File: config.mk
export PLATFORM = sky130hd
export DESIGN_NAME = pwm_period_counter
export DESIGN_NICKNAME = d
export VERILOG_FILES = /design/src/rtl/pwm_pkg.sv /design/src/rtl/pwm_channel.sv /design/src/rtl/pwm_period_counter.sv
export SDC_FILE = /design/constraint.sdc
export NUM_CORES = 1
export LEC_CHECK = 0
export CORE_MARGIN = 2
export CORE_UTILIZATION = 50
export DETAILED_ROUTE_END_ITERATION = 12
export PLACE_DENSITY = 0.7
export SLEW_MARGIN = 20
export SYNTH_ARGS = -nofsm -noshare
export SYNTH_HDL_FRONTEND = slang
export SYNTH_SLANG_ARGS = --single-unit
export TNS_END_PERCENT = 1
File: constraint.sdc
create_clock -name MClk -period 12.9 [get_ports MClk]
set_input_delay 3.87 -clock MClk [delete_from_list [all_inputs] [get_ports MClk]]
set_output_delay 3.87 -clock MClk [all_outputs]
set_load 0.02 [all_outputs]
File: src/rtl/pwm_pkg.sv
// Shared types and default sizing for the PWM period counter.
package pwm_pkg;

  localparam int PWM_WIDTH    = 16;
  localparam int PWM_CHANNELS = 4;

  typedef enum logic {
    MODE_ONESHOT  = 1'b0,
    MODE_PERIODIC = 1'b1
  } mode_t;

  typedef enum logic [1:0] {
    ST_IDLE = 2'd0,
    ST_RUN  = 2'd1,
    ST_HOLD = 2'd2
  } state_t;

endpackage

File: src/rtl/pwm_channel.sv
// One PWM compare channel: double-buffered duty (shadow/active) and a
// registered compare output. The compare uses next-cycle count and duty so
// the output flop lines up with the Count register of the top.
module pwm_channel import pwm_pkg::*; #(
  parameter int WIDTH = PWM_WIDTH
) (
  input  logic             i_clk,
  input  logic             i_rst,
  input  logic             i_load,
  input  logic             i_copy,
  input  logic [WIDTH-1:0] i_duty,
  input  logic             i_run_nxt,
  input  logic [WIDTH-1:0] i_count_nxt,
  output logic             o_pwm
);

  logic [WIDTH-1:0] r_duty_shd;
  logic [WIDTH-1:0] r_duty_act;
  logic [WIDTH-1:0] w_duty_nxt;
  logic             r_pwm;

  // Active duty follows the shadow while idle or at a periodic reload.
  always_comb w_duty_nxt = i_copy ? r_duty_shd : r_duty_act;

  // Shadow capture, active update and output compare.
  always_ff @(posedge i_clk) begin
    if (i_rst) begin
      r_duty_shd <= '0;
      r_duty_act <= '0;
      r_pwm      <= 1'b0;
    end else begin
      if (i_load) r_duty_shd <= i_duty;
      r_duty_act <= w_duty_nxt;
      r_pwm      <= i_run_nxt && (i_count_nxt < w_duty_nxt);
    end
  end

  assign o_pwm = r_pwm;

endmodule

File: src/rtl/pwm_period_counter.sv
// Shared period counter with CHANNELS PWM compare outputs, one-shot (sticky
// Done) and periodic (Wrap pulse) modes, double-buffered MaxCount/Duty.
// Optional feature macro: PWM_IRQ_EN adds IrqClr/Irq interrupt ports.
module pwm_period_counter import pwm_pkg::*; #(
  parameter int WIDTH    = PWM_WIDTH,
  parameter int CHANNELS = PWM_CHANNELS
) (
  input  logic                      MClk,
  input  logic                      Reset,
`ifdef PWM_IRQ_EN
  input  logic                      IrqClr,
  output logic                      Irq,
`endif
  input  logic                      Enable,
  input  logic                      Mode,
  input  logic                      Load,
  input  logic [WIDTH-1:0]          MaxCount,
  input  logic [CHANNELS*WIDTH-1:0] Duty,
  output logic [WIDTH-1:0]          Count,
  output logic                      Done,
  output logic                      Wrap,
  output logic [CHANNELS-1:0]       PwmOut
);

  state_t           r_state;
  mode_t            r_mode_act;
  logic [WIDTH-1:0] r_max_shd;
  logic [WIDTH-1:0] r_max_act;
  logic [WIDTH-1:0] r_count;
  logic             r_done;
  logic             r_wrap;

  logic             w_idle;
  logic             w_at_max;
  logic             w_periodic;
  logic             w_reload;
  logic             w_to_hold;
  logic             w_run_nxt;
  logic [WIDTH-1:0] w_count_nxt;

  // Next-cycle events; shared by the FSM and the channel compares.
  always_comb begin
    w_idle      = (r_state == ST_IDLE);
    w_at_max    = (r_count == r_max_act);
    w_periodic  = (r_mode_act == MODE_PERIODIC);
    w_reload    = Enable && (r_state == ST_RUN) && w_at_max && w_periodic;
    w_to_hold   = Enable && (r_state == ST_RUN) && w_at_max && !w_periodic;
    w_run_nxt   = Enable && (w_idle || ((r_state == ST_RUN) && !w_to_hold));
    w_count_nxt = '0;
    if (Enable) begin
      case (r_state)
        ST_RUN:  w_count_nxt = w_at_max ? (w_periodic ? '0 : r_count)
                                        : r_count + WIDTH'(1);
        ST_HOLD: w_count_nxt = r_count;
        default: w_count_nxt = '0;
      endcase
    end
  end

  // Control FSM with counter, status flags and MaxCount double buffer.
  always_ff @(posedge MClk) begin
    if (Reset) begin
      r_state    <= ST_IDLE;
      r_mode_act <= MODE_ONESHOT;
      r_max_shd  <= '0;
      r_max_act  <= '0;
      r_count    <= '0;
      r_done     <= 1'b0;
      r_wrap     <= 1'b0;
    end else begin
      if (Load) r_max_shd <= MaxCount;
      if (w_idle) begin
        r_max_act  <= r_max_shd;
        r_mode_act <= mode_t'(Mode);
      end else if (w_reload) begin
        r_max_act  <= r_max_shd;
      end
      r_count <= w_count_nxt;
      r_wrap  <= w_reload;
      if (!Enable) begin
        r_state <= ST_IDLE;
        r_done  <= 1'b0;
      end else begin
        case (r_state)
          ST_IDLE: r_state <= ST_RUN;
          ST_RUN: if (w_to_hold) begin
            r_state <= ST_HOLD;
            r_done  <= 1'b1;
          end
          ST_HOLD: r_done <= 1'b1;
          default: r_state <= ST_IDLE;
        endcase
      end
    end
  end

  // Per-channel compare outputs.
  for (genvar g = 0; g < CHANNELS; g++) begin : g_ch
    pwm_channel #(.WIDTH(WIDTH)) u_ch (
      .i_clk       (MClk),
      .i_rst       (Reset),
      .i_load      (Load),
      .i_copy      (w_idle || w_reload),
      .i_duty      (Duty[g*WIDTH +: WIDTH]),
      .i_run_nxt   (w_run_nxt),
      .i_count_nxt (w_count_nxt),
      .o_pwm       (PwmOut[g])
    );
  end

`ifdef PWM_IRQ_EN
  logic r_done_q;
  logic r_irq;

  // Interrupt latch: Wrap or Done rising sets it, set beats clear.
  always_ff @(posedge MClk) begin
    if (Reset) begin
      r_done_q <= 1'b0;
      r_irq    <= 1'b0;
    end else begin
      r_done_q <= r_done;
      if (r_wrap || (r_done && !r_done_q)) r_irq <= 1'b1;
      else if (IrqClr)                     r_irq <= 1'b0;
    end
  end

  assign Irq = r_irq;
`endif

  assign Count = r_count;
  assign Done  = r_done;
  assign Wrap  = r_wrap;

endmodule
==> results.py <==
metrics = {
    "hold_path": {
        "hp-start": "r_max_shd[6]",
        "min_path_type": "reg -> reg",
        "hold_path_end": "r_max_act[6]",
        "hold_depth": 2,
    },
    "timing": {
        "finalSetupViolations": 0,
        "period_minus_slack_ns": 7.67,
        "period_share_pct": 59.4,
        "fin_skew_ns": 0.0116,
        "hold_viol": 0,
        "slew-limit-headroom_pct": 30.3,
        "worst_slew_pin_slew_ns": 1.03,
        "fmax_mhz": 130,
        "rsz0062_at_grt": "false",
        "fin_setup_tns_ns": 0,
        "slew_violations": 0,
        "holdWs_ns": 0.460,
    },
    "clock_tree": {
        "cts.repair.resized": 0,
        "cts.htree.levels": 4,
        "cts_buffers": 17,
        "cts-root-buf": "clkbuf_16",
        "cts_tree": "done",
        "insertion_delay_ns": 0.43,
        "clkTransAtPathRegs_ns": 0.07,
        "clock-sinks": 185,
        "cts_buffer_depth": 2,
        "cts.hold.buffers_added": 0,
        "post_cts_buffers": 0,
    },
    "power_and_ir_drop": {
        "p_clk_share_pct": 39.7,
        "total_power_uw": 1300,
        "ir_worst_vdd_v": 0.0000949,
        "p_sw_share_pct": 24.9,
        "p_switching_uw": 324,
        "power_frac_comb_pct": 12.9,
        "power_density_mw_per_mm2": 127,
        "seq_power_share_pct": 47.4,
        "p_int_uw": 978,
        "leakage_uw": 0.00432,
    },
    "worst_setup_path": {
        "r2r_start": "Count[4]",
        "critPathMaxStageDelay_ns": 0.85,
        "startpoint": "Enable",
        "cp-start-kind": "input port",
        "path_cells": "clkdlybuf4s50_1 -> nand3_1 -> o21a_4 -> buf_4 -> mux2i_1 -> ha_1 -> a21oi_1 -> a2bb2oi_1 -> a21oi_1 -> o31a_1 -> a2111oi_0 -> o31ai_1 -> o21ai_0",
        "crit_top_cell": "a21oi_1",
        "cp-end-kind": "flop",
        "reg2reg_to": "g_ch[1].u_ch.o_pwm",
        "reg2reg_depth": 14,
        "rrSetupSlack_ns": 7.90,
        "cp_max_fo": 53,
        "cp.arrival_ns": 8.03,
        "cp_data_required_time_ns": 13.27,
        "slowest_stage": "buf_4",
        "crit_type": "in -> reg",
    },
    "yosys": {
        "synth_fp_nets": 1022,
        "syn_area_per_cell_um2": 9.86,
        "yosysWarnings": 0,
        "synth_area_leaders": "dfxtp_1 (43%), mux2i_1 (13%), ha_1 (9.6%)",
        "ys_ff_latch": 185,
        "yosysTopAreaCell": "dfxtp_1",
        "synth-edff-count": 0,
        "async_flop_share_pct": 0,
        "syn-cell-area_mm2": 0.00859,
        "ys_types": 51,
        "synth_top_area_share_pct": 43.1,
        "yosys-top-cells-count": "dfxtp_1 (185), nor2_1 (160), mux2i_1 (113)",
        "yosysSeqAreaShare_pct": 43.1,
        "synth_ff_type": "dfxtp_1",
        "synthCells": 871,
        "synth.most_common_cell": "dfxtp_1",
    },
    "die": {
        "row_count": 47,
        "die_y_um": 135,
        "initial_core_util_pct": 51.4,
        "die_w_um": 135,
        "dieArea_mm2": 0.0182,
        "io_pins": 107,
        "coreArea_mm2": 0.0167,
    },
    "layout": {
        "final_nets": 1101,
        "area.growth.synth_to_final_pct": 19.7,
        "nFillCells": 1430,
        "n_antenna_cell": 0,
        "drive_above_1_share_pct": 8.20,
        "multiInputGateArea_mm2": 0.00459,
        "final_util_pct": 61.6,
        "register_area_mm2": 0.00370,
    },
    "flow_run": {
        "drv_cap": 0,
    },
    "grt": {
        "grt_pass1_wl_um": 31900,
        "track_usage_pct": 22.4,
        "grt_pass1_vias": 6285,
        "antenna_found_initial": 0,
        "grt_overflow": 0,
        "grt_max_degree": 68,
    },
    "detailed_routing": {
        "postRouteAntennaNets": 0,
        "viasPerCell": 5.44,
        "drc": 0,
        "drt-initial-drc-count": 458,
        "routedWlPerCell_um": 16.5,
        "dr.pass1.iters": 5,
        "num_vias": 6438,
        "wirelength_um": 19500,
    },
    "placed_design": {
        "dp_hpwl_um": 13600,
        "gp_congestion": 0.899,
        "io_buffers": 106,
    },
    "outcome": {
        "run_status": "complete, no violations",
    },
}
-- layout make-up --
class	instances	area share [%]
clock buffer	22	4.51
multi-input combinational	627	44.7
sequential	185	36.0
timing repair buffer	112	10.7
inverter	7	0.256
clock inverter	10	1.16
tap	220	2.68
-- cell families (layout without fill, tap and decap cells) --
group	Yosys count	after routing	share of synthesized area, %
AOI/OAI and AO/OA	124	124	9.80
adders and majority gates	66	66	9.61
buffers and inverters	59	151	3.50
and+or+nand+nor	272	272	13.5
xor gates and xnor gates	17	17	1.82
muxes	148	148	18.6
DFF	185	185	43.1
-- stage by stage --
| stage | instance area (um2) | worst slack, ns | std cells |
|---|---|---|---|
| final | 10300 | 5.23 | 1183 |
| after detailed placement | 9700 | 4.83 | 1151 |
| after floorplan | 8590 | 6.18 | 871 |
| after global placement | 9700 | 5.02 | 1151 |
| after CTS | 10300 | 5.28 | 1183 |
| after global routing | 10300 | 4.92 | 1183 |
-- critical path, delay by kind of cell --
family / cells / cell delay (ns)
compound gates: 8 / 1.90
buf+inv: 2 / 1.37
mux: 1 / 0.35
fa+ha+maj: 1 / 0.29
simple gates: 1 / 0.19
-- cells in the final DEF, fill, tap and decap left out, types with 15 or more instances in the layout --
| master | count |
|---|---|
| a21o_1 | 22 |
| a21oi_1 | 37 |
| a31oi_1 | 15 |
| clkbuf_16 | 17 |
| clkdlybuf4s50_1 | 104 |
| dfxtp_1 | 185 |
| ha_1 | 66 |
| mux2i_1 | 113 |
| mux2i_2 | 30 |
| nand2_1 | 51 |
| nand4_1 | 17 |
| nor2_1 | 160 |
| xnor2_1 | 16 |
-- worst max-delay path by stage --
| stage | end | cells after the start | slack [ns] |
|---|---|---|---|
| 2_1_floorplan | g_ch[0].u_ch.o_pwm | 13 | 6.18 |
| 3_3_place_gp | g_ch[2].u_ch.o_pwm | 13 | 5.02 |
| 3_5_place_dp | g_ch[1].u_ch.o_pwm | 13 | 4.83 |
| 4_1_cts | g_ch[1].u_ch.o_pwm | 13 | 5.28 |
| 5_1_grt | g_ch[1].u_ch.o_pwm | 13 | 4.92 |
| 6_report | g_ch[1].u_ch.o_pwm | 13 | 5.23 |
-- sequential cells by signal, summed over array words and instances (netlist names) --
signal and cells:
r_max_act 16, Wrap 1, g_ch.u_ch.r_duty_act 64, r_mode_act 1, Count 16, g_ch.u_ch.r_duty_shd 64, r_max_shd 16, g_ch.u_ch.o_pwm 4
Done 1, r_state 2
-- power groups by stage --
stage / clock (uW) / combinational [uW] / sequential [uW]
2_1_floorplan: 0 / 121 / 624
3_3_place_gp: 0 / 165 / 630
3_5_place_dp: 0 / 167 / 630
4_1_cts: 525 / 168 / 617
5_1_grt: 546 / 186 / 620
6_report: 517 / 167 / 617
-- per-layer routing --
layer | wire (um) | up-vias | GRT usage [%]
li1 | - | 3227 | -
met1 | 9190 | 2998 | 30.3
met2 | 8890 | 186 | 36.3
met3 | 999 | 27 | 4.02
met4 | 398 | 0 | 7.58
met5 | 0 | - | 0
Power figures use the tool's default switching activity.
